<file path="config.mk">
export PLATFORM = sky130hd
export DESIGN_NAME = pad_io_sequencer
export DESIGN_NICKNAME = d
export VERILOG_FILES = /design/src/rtl/pad_io_pkg.sv /design/src/rtl/pad_io_bit_timer.sv /design/src/rtl/pad_io_sequencer.sv
export SDC_FILE = /design/constraint.sdc
export NUM_CORES = 1
export LEC_CHECK = 0
export BUFFER_PORTS_ARGS = -buffer_cell sky130_fd_sc_hd__buf_2
export CORE_ASPECT_RATIO = 1.25
export CORE_UTILIZATION = 55
export DETAILED_ROUTE_END_ITERATION = 6
export PLACE_DENSITY = 0.79
export SLEW_MARGIN = 15
export SYNTH_ARGS = -nofsm -noshare
export SYNTH_HDL_FRONTEND = slang
export SYNTH_HIERARCHICAL = 1
export SYNTH_SLANG_ARGS = --single-unit
</file>
<file path="constraint.sdc">
create_clock -name clk -period 4 [get_ports clk]
set_input_delay 0 -clock clk [delete_from_list [all_inputs] [get_ports clk]]
set_output_delay 0 -clock clk [all_outputs]
set_load 0.05 [all_outputs]
</file>
<file path="src/rtl/pad_io_pkg.sv">
// Shared types and defaults for the pad I/O sequencer: FSM states,
// transfer direction and counter-width helper.
package pad_io_pkg;

    localparam int PIO_WIDTH_DEF      = 8;
    localparam int PIO_BIT_CYCLES_DEF = 4;
    localparam int PIO_TA_CYCLES_DEF  = 2;

    typedef enum logic [2:0] {
        PIO_IDLE,
        PIO_TA_PRE,
        PIO_TX,
        PIO_RX,
        PIO_TA_POST
    } pio_state_t;

    typedef enum logic {
        PIO_DIR_TX = 1'b0,
        PIO_DIR_RX = 1'b1
    } pio_dir_t;

    // Counter width for a modulo-n counter, never narrower than one bit.
    function automatic int pio_cw(input int n);
        return (n > 1) ? $clog2(n) : 1;
    endfunction

endpackage

</file>
<file path="src/rtl/pad_io_bit_timer.sv">
// Free-running BIT_CYCLES-period counter; bit_end_o marks the last cycle
// of each serial bit and clr_i restarts the period.
module pad_io_bit_timer
    import pad_io_pkg::*;
#(
    parameter int BIT_CYCLES = PIO_BIT_CYCLES_DEF
) (
    input  logic clk,
    input  logic rst,
    input  logic clr_i,
    output logic bit_end_o
);

    localparam int            CW   = pio_cw(BIT_CYCLES);
    localparam logic [CW-1:0] LAST = CW'(BIT_CYCLES - 1);

    logic [CW-1:0] cnt_q, cnt_d;

    assign bit_end_o = (cnt_q == LAST);

    always_comb begin
        cnt_d = cnt_q + 1'b1;
        if (clr_i || bit_end_o) begin
            cnt_d = '0;
        end
    end

    always_ff @(posedge clk) begin
        if (rst) begin
            cnt_q <= '0;
        end else begin
            cnt_q <= cnt_d;
        end
    end

endmodule

</file>
<file path="src/rtl/pad_io_sequencer.sv">
// Half-duplex sequencer sharing one bidirectional pad between a TX and an
// RX requester, with enforced all-off turnaround around every transfer.
module pad_io_sequencer
    import pad_io_pkg::*;
#(
    parameter int WIDTH      = PIO_WIDTH_DEF,
    parameter int BIT_CYCLES = PIO_BIT_CYCLES_DEF,
    parameter int TA_CYCLES  = PIO_TA_CYCLES_DEF
) (
    input  logic             clk,
    input  logic             rst,
    input  logic             tx_valid,
    output logic             tx_ready,
    input  logic [WIDTH-1:0] tx_data,
    input  logic             rx_req,
    output logic             rx_valid,
    output logic [WIDTH-1:0] rx_data,
    output logic             pad_ie,
    output logic             pad_oe,
    output logic             pad_in,
    input  logic             pad_out,
    output logic             busy
);

    localparam int             TCW      = pio_cw(TA_CYCLES);
    localparam int             BCW      = $clog2(WIDTH + 1);
    localparam logic [TCW-1:0] TA_LAST  = TCW'(TA_CYCLES - 1);
    localparam logic [BCW-1:0] BIT_LAST = BCW'(WIDTH - 1);

    pio_state_t       state_q, state_d;
    pio_dir_t         dir_q, dir_d;
    pio_dir_t         last_grant_q, last_grant_d;
    logic [TCW-1:0]   ta_cnt_q, ta_cnt_d;
    logic [BCW-1:0]   bit_cnt_q, bit_cnt_d;
    logic [WIDTH-1:0] shreg_q, shreg_d;
    logic [WIDTH-1:0] rx_data_q, rx_data_d;
    logic             rx_valid_q, rx_valid_d;
    logic             bit_end;
    logic             state_change;
    logic             grant_tx;
    logic             grant_rx;

    // Round-robin only matters when both requesters are pending.
    always_comb begin
        grant_tx = 1'b0;
        grant_rx = 1'b0;
        if (state_q == PIO_IDLE && !rst) begin
            if (tx_valid && rx_req) begin
                grant_tx = (last_grant_q == PIO_DIR_RX);
                grant_rx = (last_grant_q == PIO_DIR_TX);
            end else begin
                grant_tx = tx_valid;
                grant_rx = rx_req;
            end
        end
    end

    always_comb begin
        state_d      = state_q;
        dir_d        = dir_q;
        last_grant_d = last_grant_q;
        ta_cnt_d     = ta_cnt_q;
        bit_cnt_d    = bit_cnt_q;
        shreg_d      = shreg_q;
        rx_data_d    = rx_data_q;
        rx_valid_d   = 1'b0;
        case (state_q)
            PIO_IDLE: begin
                if (grant_tx) begin
                    state_d      = PIO_TA_PRE;
                    dir_d        = PIO_DIR_TX;
                    last_grant_d = PIO_DIR_TX;
                    shreg_d      = tx_data;
                end else if (grant_rx) begin
                    state_d      = PIO_TA_PRE;
                    dir_d        = PIO_DIR_RX;
                    last_grant_d = PIO_DIR_RX;
                    shreg_d      = '0;
                end
            end
            PIO_TA_PRE: begin
                ta_cnt_d = ta_cnt_q + 1'b1;
                if (ta_cnt_q == TA_LAST) begin
                    state_d = (dir_q == PIO_DIR_TX) ? PIO_TX : PIO_RX;
                end
            end
            PIO_TX, PIO_RX: begin
                if (bit_end) begin
                    bit_cnt_d = bit_cnt_q + 1'b1;
                    if (state_q == PIO_TX) begin
                        shreg_d = shreg_q << 1;
                    end else begin
                        shreg_d = (shreg_q << 1) | WIDTH'(pad_out);
                    end
                    if (bit_cnt_q == BIT_LAST) begin
                        state_d = PIO_TA_POST;
                        if (state_q == PIO_RX) begin
                            rx_data_d  = shreg_d;
                            rx_valid_d = 1'b1;
                        end
                    end
                end
            end
            PIO_TA_POST: begin
                ta_cnt_d = ta_cnt_q + 1'b1;
                if (ta_cnt_q == TA_LAST) begin
                    state_d = PIO_IDLE;
                end
            end
            default: state_d = PIO_IDLE;
        endcase
        if (state_d != state_q) begin
            ta_cnt_d  = '0;
            bit_cnt_d = '0;
        end
    end

    assign state_change = (state_d != state_q);

    pad_io_bit_timer #(
        .BIT_CYCLES(BIT_CYCLES)
    ) u_bit_timer (
        .clk      (clk),
        .rst      (rst),
        .clr_i    (state_change),
        .bit_end_o(bit_end)
    );

    always_ff @(posedge clk) begin
        if (rst) begin
            state_q      <= PIO_IDLE;
            dir_q        <= PIO_DIR_TX;
            last_grant_q <= PIO_DIR_RX;
            ta_cnt_q     <= '0;
            bit_cnt_q    <= '0;
            shreg_q      <= '0;
            rx_data_q    <= '0;
            rx_valid_q   <= 1'b0;
        end else begin
            state_q      <= state_d;
            dir_q        <= dir_d;
            last_grant_q <= last_grant_d;
            ta_cnt_q     <= ta_cnt_d;
            bit_cnt_q    <= bit_cnt_d;
            shreg_q      <= shreg_d;
            rx_data_q    <= rx_data_d;
            rx_valid_q   <= rx_valid_d;
        end
    end

    // Enables come straight from the state register, so both are low in
    // every turnaround cycle and can never overlap.
    assign tx_ready = grant_tx;
    assign rx_valid = rx_valid_q;
    assign rx_data  = rx_data_q;
    assign busy     = (state_q != PIO_IDLE);
    assign pad_oe   = (state_q == PIO_TX);
    assign pad_ie   = (state_q == PIO_RX);
    assign pad_in   = pad_oe & shreg_q[WIDTH-1];

endmodule

</file>
# Yosys cells after proc, flatten, opt, wreduce, memory -nomap -nowiden
# Index checks and enable logic that the tools add are counted.
dict set report op_classes {
  addsub 3
  n_eq_ne 9
  muxes 20
  n_bitwise 6
  reduce_logical 17
}
# op n
set op_table {}
lappend op_table {{two-way mux 8 bit} 4}
lappend op_table {{two-way mux 3 bit} 6}
lappend op_table {{case mux 8 bit (2 select lines)} 1}
lappend op_table {{case mux 3 bit (4 select lines)} 1}
lappend op_table {{two-way mux 1 bit} 8}
lappend op_table {{bitwise OR 8 x 1 -> 8 bit} 1}
lappend op_table {{OR reduction 2 bit} 4}
lappend op_table {{equality test 3 x 2 -> 1 bit (second input constant)} 2}
lappend op_table {{adder 4 x 1 -> 4 bit (second input constant)} 1}
lappend op_table {{equality test 4 x 3 -> 1 bit (second input constant)} 1}
lappend op_table {{NOT 1 bit} 4}
lappend op_table {{AND reduction 2 bit} 2}
lappend op_table {{AND reduction 4 bit} 1}
lappend op_table {{nonzero test 2 bit} 2}
lappend op_table {{OR reduction 4 bit} 1}
lappend op_table {{equality test 3 x 1 -> 1 bit (second input constant)} 1}
lappend op_table {{equality test 3 bit (second input constant)} 1}
lappend op_table {{zero test 3 bit} 1}
lappend op_table {{!= test 3 bit} 1}
lappend op_table {{!= test 3 bit (second input constant)} 1}
lappend op_table {{AND reduction 3 bit} 1}
lappend op_table {{nonzero test 3 bit} 1}
lappend op_table {{adder 2 x 1 -> 2 bit (second input constant)} 1}
lappend op_table {{equality test 2 bit (second input constant)} 1}
lappend op_table {{6 further kinds} 7}
dict set report totals {
  regBits 29
  in_bits 13
  out_inout_bits 14
  elab_cells 64
}

# Longest topological paths before layout
# Gate-level depths: netlist (run 1).
dict set report depth {
  depth_word 9
  mapped_depth 6
  depth_no_buf 5
}

# Cells and area by module
# Netlist (run 1), hierarchy kept.
# module instances cells_each area_each_um2 seq_area_each_um2
set by_module_without_submodules {}
lappend by_module_without_submodules {pad_io_sequencer 1 149 1372.6 540.5}
lappend by_module_without_submodules {pad_io_bit_timer 1 5 80.1 40.0}

# Worst setup path after synthesis (run 1)
# No wires, ideal clock.
dict set report synth_timing {
  path_kind {register to output}
  from {reg state_q[1]}
  to {out pad_in}
  arrival_time_ps 2029
  t_required_ps 4000
  path_slack_ps 1971
  path_stages_with_launch 6
  n_path_buf 2
  path_cell_list {dfxtp_1 -> buf_6 -> and2b_2 -> buf_2 -> nor2b_1 -> and2_1}
}
dict set report synth_between {
  elab_chain_len 2
}
# element line
set synth_rtl {}
lappend synth_rtl {{from (decl)} pad_io_sequencer.sv:30} ;# pio_state_t state_q, state_d;
lappend synth_rtl {{from (signal assigned)} pad_io_sequencer.sv:140} ;# state_q <= state_d;
lappend synth_rtl {{equality test 3 x 2 -> 1 bit} pad_io_sequencer.sv:157} ;# assign pad_oe = (state_q == PIO_TX);
lappend synth_rtl {{named net pad_oe} pad_io_sequencer.sv:19} ;# output logic pad_oe,
lappend synth_rtl {{bitwise AND 1 bit} pad_io_sequencer.sv:159} ;# assign pad_in = pad_oe & shreg_q[WIDTH-1];
lappend synth_rtl {{to (decl)} pad_io_sequencer.sv:20} ;# output logic pad_in,
# The timed path passes the listed nets, and every way through them passes these cells.

# Final worst setup path (run 1)
dict set report layout_timing {
  from {reg state_q[1]}
  to {out pad_in}
}
dict set report layout_between {
  elab_chain_len 2
}
# element line
set layout_rtl {}
lappend layout_rtl {{equality test 3 x 2 -> 1 bit} pad_io_sequencer.sv:157}
lappend layout_rtl {{bitwise AND 1 bit} pad_io_sequencer.sv:159}
# No other way between the ends.

==> flow_summary.toml, run 1 <==
[status]
result_of_the_run = "completed"

[cts]
clk_latency_ns = 0.34
post_cts_hold_buffer_count = 2
cts_root_buffer = "sky130_fd_sc_hd__clkbuf_4"
cts_max_path_buffers = 2
post-cts-setup-buffers = 0
post_cts.resized_instances = 0
cts_max_level = 2
tritoncts = "done"
cts-buffers-inserted = 5
cts.sink_count = 29
path_clk_slew_ns = 0.11

[timing]
finalSetupTns_ns = 0
worst_slew_pin_slew_ns = 0.631
setup_repair_after_global_routing_missed_its_margin = "false"
max_clock_freq_mhz = 498
maxSlewHeadroom = 0.575
report.final.slew_viol_count = 0
hold_viol_final = 0
finClkSkew_ns = 0.0131
final.min_clock_period_ns = 2.01
fin_ws_ns = 1.99
final-setup-viol-count = 0
finalCritPeriodShare = 0.502

[global_route]
initial_antenna_violation_count = 0
largest_net_degree_at_the_start_of_global_routing = 30
overflow_left_after_global_routing = 0
global_route.usage.met2 = 0.431
grtUsageTotal = 0.268
grt_use_met1 = 0.276
grt.met3_usage = 0.101
via_count_of_the_first_global_routing_pass = 1236
wire_length_of_the_first_global_routing_pass_um = 5220
grt.busiest_layer = "met2"

[final_layout]
final_nets = 193
areaGrowthSynthToFinish_pct = 12.1
drive_above_1_share = 0.263
n_antenna_cell = 0
number_of_filler_instances_in_the_final_layout = 215
stdcell_count = 212
finish.instance_area_sq_um = 1630

[synth]
yosysWarnings = 6
yosysSeqAreaShare = 0.400
synth_fp_nets = 169
post_synth_inst_count = 154
synthDistinctLibCells = 46
synth_top_cells_by_area = "sky130_fd_sc_hd__dfxtp_1 (40%), sky130_fd_sc_hd__nor2b_1 (3.9%), sky130_fd_sc_hd__o21ai_0 (3.8%), sky130_fd_sc_hd__a32oi_1 (3.6%), sky130_fd_sc_hd__a21oi_1 (3.1%)"
synth-async-reset-ratio = 0
synth_seq_cells = 29
postSynth.topFlopCell = "sky130_fd_sc_hd__dfxtp_1"
post-synth-top-area-cell = "sky130_fd_sc_hd__dfxtp_1"
synth_enable_flop_cells = 0
syn-cell-area_sq_um = 1450
post-synth-top-area-fraction = 0.400
post_synth.cell_area_avg_sq_um = 9.43

[floorplanning]
initial_utilization = 0.586
ios = 27
core_area_sq_um = 2480
die-height_um = 59.5
die_area_sq_um = 2850
die-width_um = 48.0
number_of_standard_cell_rows_in_the_floorplan = 20

[place]
gp_congestion = 0.781
pre_cts_slack_ns = 2.06
placedCellCount = 202
placement.cell_area_sq_um = 1550
place.port_buffers = 26
hpwlAfterDp_um = 2300

[setup_path]
setup.worst_path.start_class = "register"
critical_path.max_fanout = 16
worst_ep_required_time_ns = 4.00
cp.arrival_ns = 2.01
timing.critical_path.to_type = "primary output"
setup.worst_path.class = "register to primary output"

[job]
drv_cap = 0

[routing]
route.vias.total = 1287
route.detailed.wl_per_inst_um = 15.3
number_of_detailed_route_iterations_in_the_first_pass = 4
finalWirelength_um = 3240
final_antenna_net_count = 0
avg_vias_per_cell = 6.07
post-route-drc-count = 0
initialDrtViolationCount = 45

[power]
vdd.ir_drop.worst_uv = 208
power.static_leakage_nw = 0.643
power_density_nw_per_um2 = 344
totalPowerFinal_mw = 0.561

[hold_path]
worstHoldPathType = "input pin to register"
## layout by cell type, fill, tap and decap left out, types with 2 or more instances in the layout
master / n
sky130_fd_sc_hd__dfxtp_1: 29
sky130_fd_sc_hd__buf_2: 26
sky130_fd_sc_hd__o21ai_0: 11
sky130_fd_sc_hd__nor2b_1: 9
sky130_fd_sc_hd__nand3_1: 9
sky130_fd_sc_hd__a21oi_1: 9
sky130_fd_sc_hd__nor2_1: 8
sky130_fd_sc_hd__a32oi_1: 6
sky130_fd_sc_hd__a22o_1: 5
sky130_fd_sc_hd__a221oi_1: 5
sky130_fd_sc_hd__nor3_1: 5
sky130_fd_sc_hd__clkbuf_4: 5
sky130_fd_sc_hd__nand2_1: 4
sky130_fd_sc_hd__a32o_1: 4
sky130_fd_sc_hd__inv_1: 3
sky130_fd_sc_hd__a211oi_1: 3
sky130_fd_sc_hd__inv_2: 2
sky130_fd_sc_hd__nand2b_1: 2
sky130_fd_sc_hd__nand4b_1: 2
sky130_fd_sc_hd__xnor2_1: 2
sky130_fd_sc_hd__or3_1: 2
sky130_fd_sc_hd__ha_1: 2
sky130_fd_sc_hd__clkinv_2: 2
sky130_fd_sc_hd__dlygate4sd3_1: 2
## sequential cells by signal (all words and copies together) (netlist names)
signal	count
rx_data	8
shreg_q	8
rx_valid	1
dir_q	1
last_grant_q	1
u_bit_timer/cnt_q	2
state_q	3
ta_cnt_q	1
bit_cnt_q	4
## logic make-up after synthesis
logic type	Yosys count	synth area share
AND/OR/NAND/NOR	54	0.249
AO/OA/AOI/OAI	49	0.247
flip-flops	29	0.400
buffers and inverters	16	0.0620
XOR/XNOR	3	0.0181
adder cells (fa/ha/maj)	2	0.0172
multiplexers	1	0.00689
## path summary, 6_finish.rpt
check / from / end / slack (ns) / cells after the start
hold / removal: tx_valid / dir_q$_SDFFE_PP0P_ / 0.08 / 4
hold reg to reg: u_bit_timer/cnt_q[0]$_SDFF_PP0_ / u_bit_timer/cnt_q[0]$_SDFF_PP0_ / 0.44 / 1
setup / recovery: state_q[1]$_SDFF_PP0_ / pad_in / 1.99 / 4
setup reg to reg: u_bit_timer/cnt_q[0]$_SDFF_PP0_ / u_bit_timer/cnt_q[0]$_SDFF_PP0_ / 2.03 / 5
## critical path, cell delays in order (launching register included)
cell,delay (ns)
sky130_fd_sc_hd__dfxtp_1,0.72
sky130_fd_sc_hd__and2b_2,0.38
sky130_fd_sc_hd__nor2b_1,0.18
sky130_fd_sc_hd__and2_1,0.13
sky130_fd_sc_hd__buf_2,0.25
## stage by stage
| step | hold slack [ns] | util |
|---|---|---|
| 6_report | 0.0826 | 0.657 |
| 5_1_grt | 0.126 | 0.657 |
| 4_1_cts | 0.0688 | 0.657 |
| 3_5_place_dp | 0.303 | 0.627 |
| 3_3_place_gp | 0.286 | 0.627 |
| 2_1_floorplan | 0.0734 | - |
## per-layer routing
| metal | vias up | routed length, um |
|---|---|---|
| met5 | - | 0 |
| met4 | 0 | 85 |
| met3 | 11 | 157 |
| met2 | 38 | 1700 |
| met1 | 609 | 1300 |
| li1 | 629 | - |
## power by group
group | switching [mW] | internal [mW] | total (mW)
logic | 0.0418 | 0.0317 | 0.0734
registers | 0.0120 | 0.299 | 0.311
clock network | 0.110 | 0.0661 | 0.176
## synthesized netlist by cell type, types with 2 or more instances
cell type and instances:
sky130_fd_sc_hd__dfxtp_1 29, sky130_fd_sc_hd__o21ai_0 11, sky130_fd_sc_hd__a21oi_1 9, sky130_fd_sc_hd__nand3_1 9, sky130_fd_sc_hd__nor2b_1 9, sky130_fd_sc_hd__nor2_1 8, sky130_fd_sc_hd__a32oi_1 6, sky130_fd_sc_hd__a221oi_1 5
sky130_fd_sc_hd__a22o_1 5, sky130_fd_sc_hd__nor3_1 5, sky130_fd_sc_hd__a32o_1 4, sky130_fd_sc_hd__nand2_1 4, sky130_fd_sc_hd__a211oi_1 3, sky130_fd_sc_hd__buf_2 3, sky130_fd_sc_hd__buf_6 3, sky130_fd_sc_hd__inv_1 3
sky130_fd_sc_hd__buf_1 2, sky130_fd_sc_hd__clkbuf_1 2, sky130_fd_sc_hd__ha_1 2, sky130_fd_sc_hd__inv_2 2, sky130_fd_sc_hd__nand2b_1 2, sky130_fd_sc_hd__nand4b_1 2, sky130_fd_sc_hd__or3_1 2, sky130_fd_sc_hd__xnor2_1 2
## area by class of cell
class                   count  area (sq um)  share of cell area
well taps                  33          41.3              0.0254
flip-flops and latches     29           581               0.357
clock inverters             3          17.5              0.0108
multi-input cells         109           782               0.480
clock buffers               5          37.5              0.0231
inverters                   5          18.8              0.0115
repair buffers             28           150              0.0922
Power figures use the tool's default switching activity.
==> inputs of run 2 (changes only) <==
--- a/config.mk
+++ b/config.mk
@@ -7,9 +7,9 @@
 export LEC_CHECK = 0
 export BUFFER_PORTS_ARGS = -buffer_cell sky130_fd_sc_hd__buf_2
 export CORE_ASPECT_RATIO = 1.25
-export CORE_UTILIZATION = 55
+export CORE_UTILIZATION = 54
 export DETAILED_ROUTE_END_ITERATION = 6
-export PLACE_DENSITY = 0.79
+export PLACE_DENSITY = 0.78
 export SLEW_MARGIN = 15
 export SYNTH_ARGS = -nofsm -noshare
 export SYNTH_HDL_FRONTEND = slang
==> constraint.sdc (replaced) <==
create_clock -name clk -period 2.1 [get_ports clk]
set_input_delay 0 -clock clk [delete_from_list [all_inputs] [get_ports clk]]
set_output_delay 0 -clock clk [all_outputs]
set_load 0.05 [all_outputs]
==> flow_summary.toml, run 2 (synthesis gave the netlist of run 1 again) <==
[global_route]
via_count_of_the_first_global_routing_pass = 1179
initial_antenna_violation_count = 0
grtUsageTotal = 0.260
overflow_left_after_global_routing = 0
wire_length_of_the_first_global_routing_pass_um = 5540
largest_net_degree_at_the_start_of_global_routing = 30

[timing]
finalSetupTns_ns = 0
final.min_clock_period_ns = 1.98
hold_ws_ns = 0.0984
hold_viol_final = 0
max_clock_freq_mhz = 505
finalCritPeriodShare = 0.943
worst_slew_pin_slew_ns = 0.585
maxSlewHeadroom = 0.610
final-setup-viol-count = 0
finClkSkew_ns = 0.00382
setup_repair_after_global_routing_missed_its_margin = "false"
report.final.slew_viol_count = 0

[place]
hpwlAfterDp_um = 2300
gp_congestion = 0.848
place.port_buffers = 26

[cts]
cts_root_buffer = "sky130_fd_sc_hd__clkbuf_4"
cts_max_path_buffers = 2
cts-buffers-inserted = 5
cts_max_level = 2
clk_latency_ns = 0.33
post_cts.resized_instances = 0
tritoncts = "done"
cts.sink_count = 29
path_clk_slew_ns = 0.09

[floorplanning]
number_of_standard_cell_rows_in_the_floorplan = 20
initial_utilization = 0.580
die-width_um = 48.4
core_area_sq_um = 2500
die_area_sq_um = 2900
ios = 27
die-height_um = 60.0

[job]
drv_cap = 0

[power]
totalPowerFinal_mw = 1.06
power_density_nw_per_um2 = 648
power.static_leakage_nw = 0.653
vdd.ir_drop.worst_uv = 406

[final_layout]
n_antenna_cell = 0
number_of_filler_instances_in_the_final_layout = 225
areaGrowthSynthToFinish_pct = 13.1
mostFrequentLayoutCell = "sky130_fd_sc_hd__dfxtp_1"
final_nets = 195
leading_cell_types_in_the_layout_fill_and_taps_excluded = "sky130_fd_sc_hd__dfxtp_1 (29), sky130_fd_sc_hd__buf_2 (26), sky130_fd_sc_hd__o21ai_0 (11)"
sequential_cell_area_sq_um = 581
drive_above_1_share = 0.271
utilization = 0.657
multi_input_area_sq_um = 782

[setup_path]
worst-r2r-setup-slack_ns = 0.38
ff2ff_path_depth = 4
setup.worst_path.class = "register to primary output"
critical_path.max_fanout = 16
setup.worst_path.start_class = "register"
cp.arrival_ns = 1.98
timing.critical_path.to_type = "primary output"
reg2reg_from = "state_q[1]$_SDFF_PP0_"
worst_ep_required_time_ns = 2.10
r2r_end = "shreg_q[0]$_SDFFE_PP0P_"

[hold_path]
worstHoldPathType = "input pin to register"
hp-start = "tx_valid"
hold_path_depth = 4
min_to = "dir_q$_SDFFE_PP0P_"

[routing]
avg_vias_per_cell = 6.06
final_antenna_net_count = 0
finalWirelength_um = 3280
post-route-drc-count = 0
route.vias.total = 1296
route.detailed.wl_per_inst_um = 15.3
initialDrtViolationCount = 47
number_of_detailed_route_iterations_in_the_first_pass = 4

[status]
result_of_the_run = "completed"
## run 2: cell count changes in the layout (fill, tap and decap cells not counted), sizes merged
cell	before	now
buf	26	28
## run 2: report_power, final
group / internal, mW / switching, mW
sequential: 0.570 / 0.0230
clock: 0.126 / 0.205
combinational: 0.0610 / 0.0798
## run 2: per-stage QoR
step | cells | setup WS (ns) | cell area, sq um
floorplan | 154 | 0.0706 | 1450
global placement | 204 | 0.450 | 1570
detailed placement | 204 | 0.406 | 1570
CTS | 214 | 0.115 | 1640
global route | 214 | 0.0160 | 1640
finish | 214 | 0.121 | 1640
## run 2: worst max-delay path by stage
stage | startpoint | cells after the start | endpoint
3_5_place_dp | state_q[1]$_SDFF_PP0_ | 4 | shreg_q[0]$_SDFFE_PP0P_
4_1_cts | state_q[1]$_SDFF_PP0_ | 4 | pad_in
3_3_place_gp | state_q[1]$_SDFF_PP0_ | 4 | shreg_q[0]$_SDFFE_PP0P_
6_report | state_q[1]$_SDFF_PP0_ | 4 | pad_in
2_1_floorplan | state_q[1]$_SDFF_PP0_ | 5 | pad_in
5_1_grt | state_q[1]$_SDFF_PP0_ | 4 | pad_in
## run 2: per-layer routing
metal	share of wire	GRT usage	wire length (um)	up-vias
met5	0	0	0	-
met4	0.013	0.122	44	0
met3	0.053	0.0763	172	6
met2	0.51	0.465	1680	42
met1	0.42	0.287	1380	611
li1	-	-	-	637
## run 2: critical path: stages, from the launching register on
cell and delay, ns:
sky130_fd_sc_hd__dfxtp_1 0.70, sky130_fd_sc_hd__and2b_2 0.37, sky130_fd_sc_hd__nor2b_1 0.19, sky130_fd_sc_hd__and2_1 0.14
sky130_fd_sc_hd__buf_2 0.25
## run 2: timing repair
action                    CTS  global route
hold buffers                2             0
buffers inserted            0             0
hold endpoints to repair    3             0
## run 2: final cells by class
class / instances / share of cell area
clock buffer: 5 / 0.0228
clock inverter: 3 / 0.0107
inverter: 5 / 0.0114
multi-input combinational: 109 / 0.476
sequential: 29 / 0.353
tap: 33 / 0.0251
timing repair buffer: 30 / 0.101
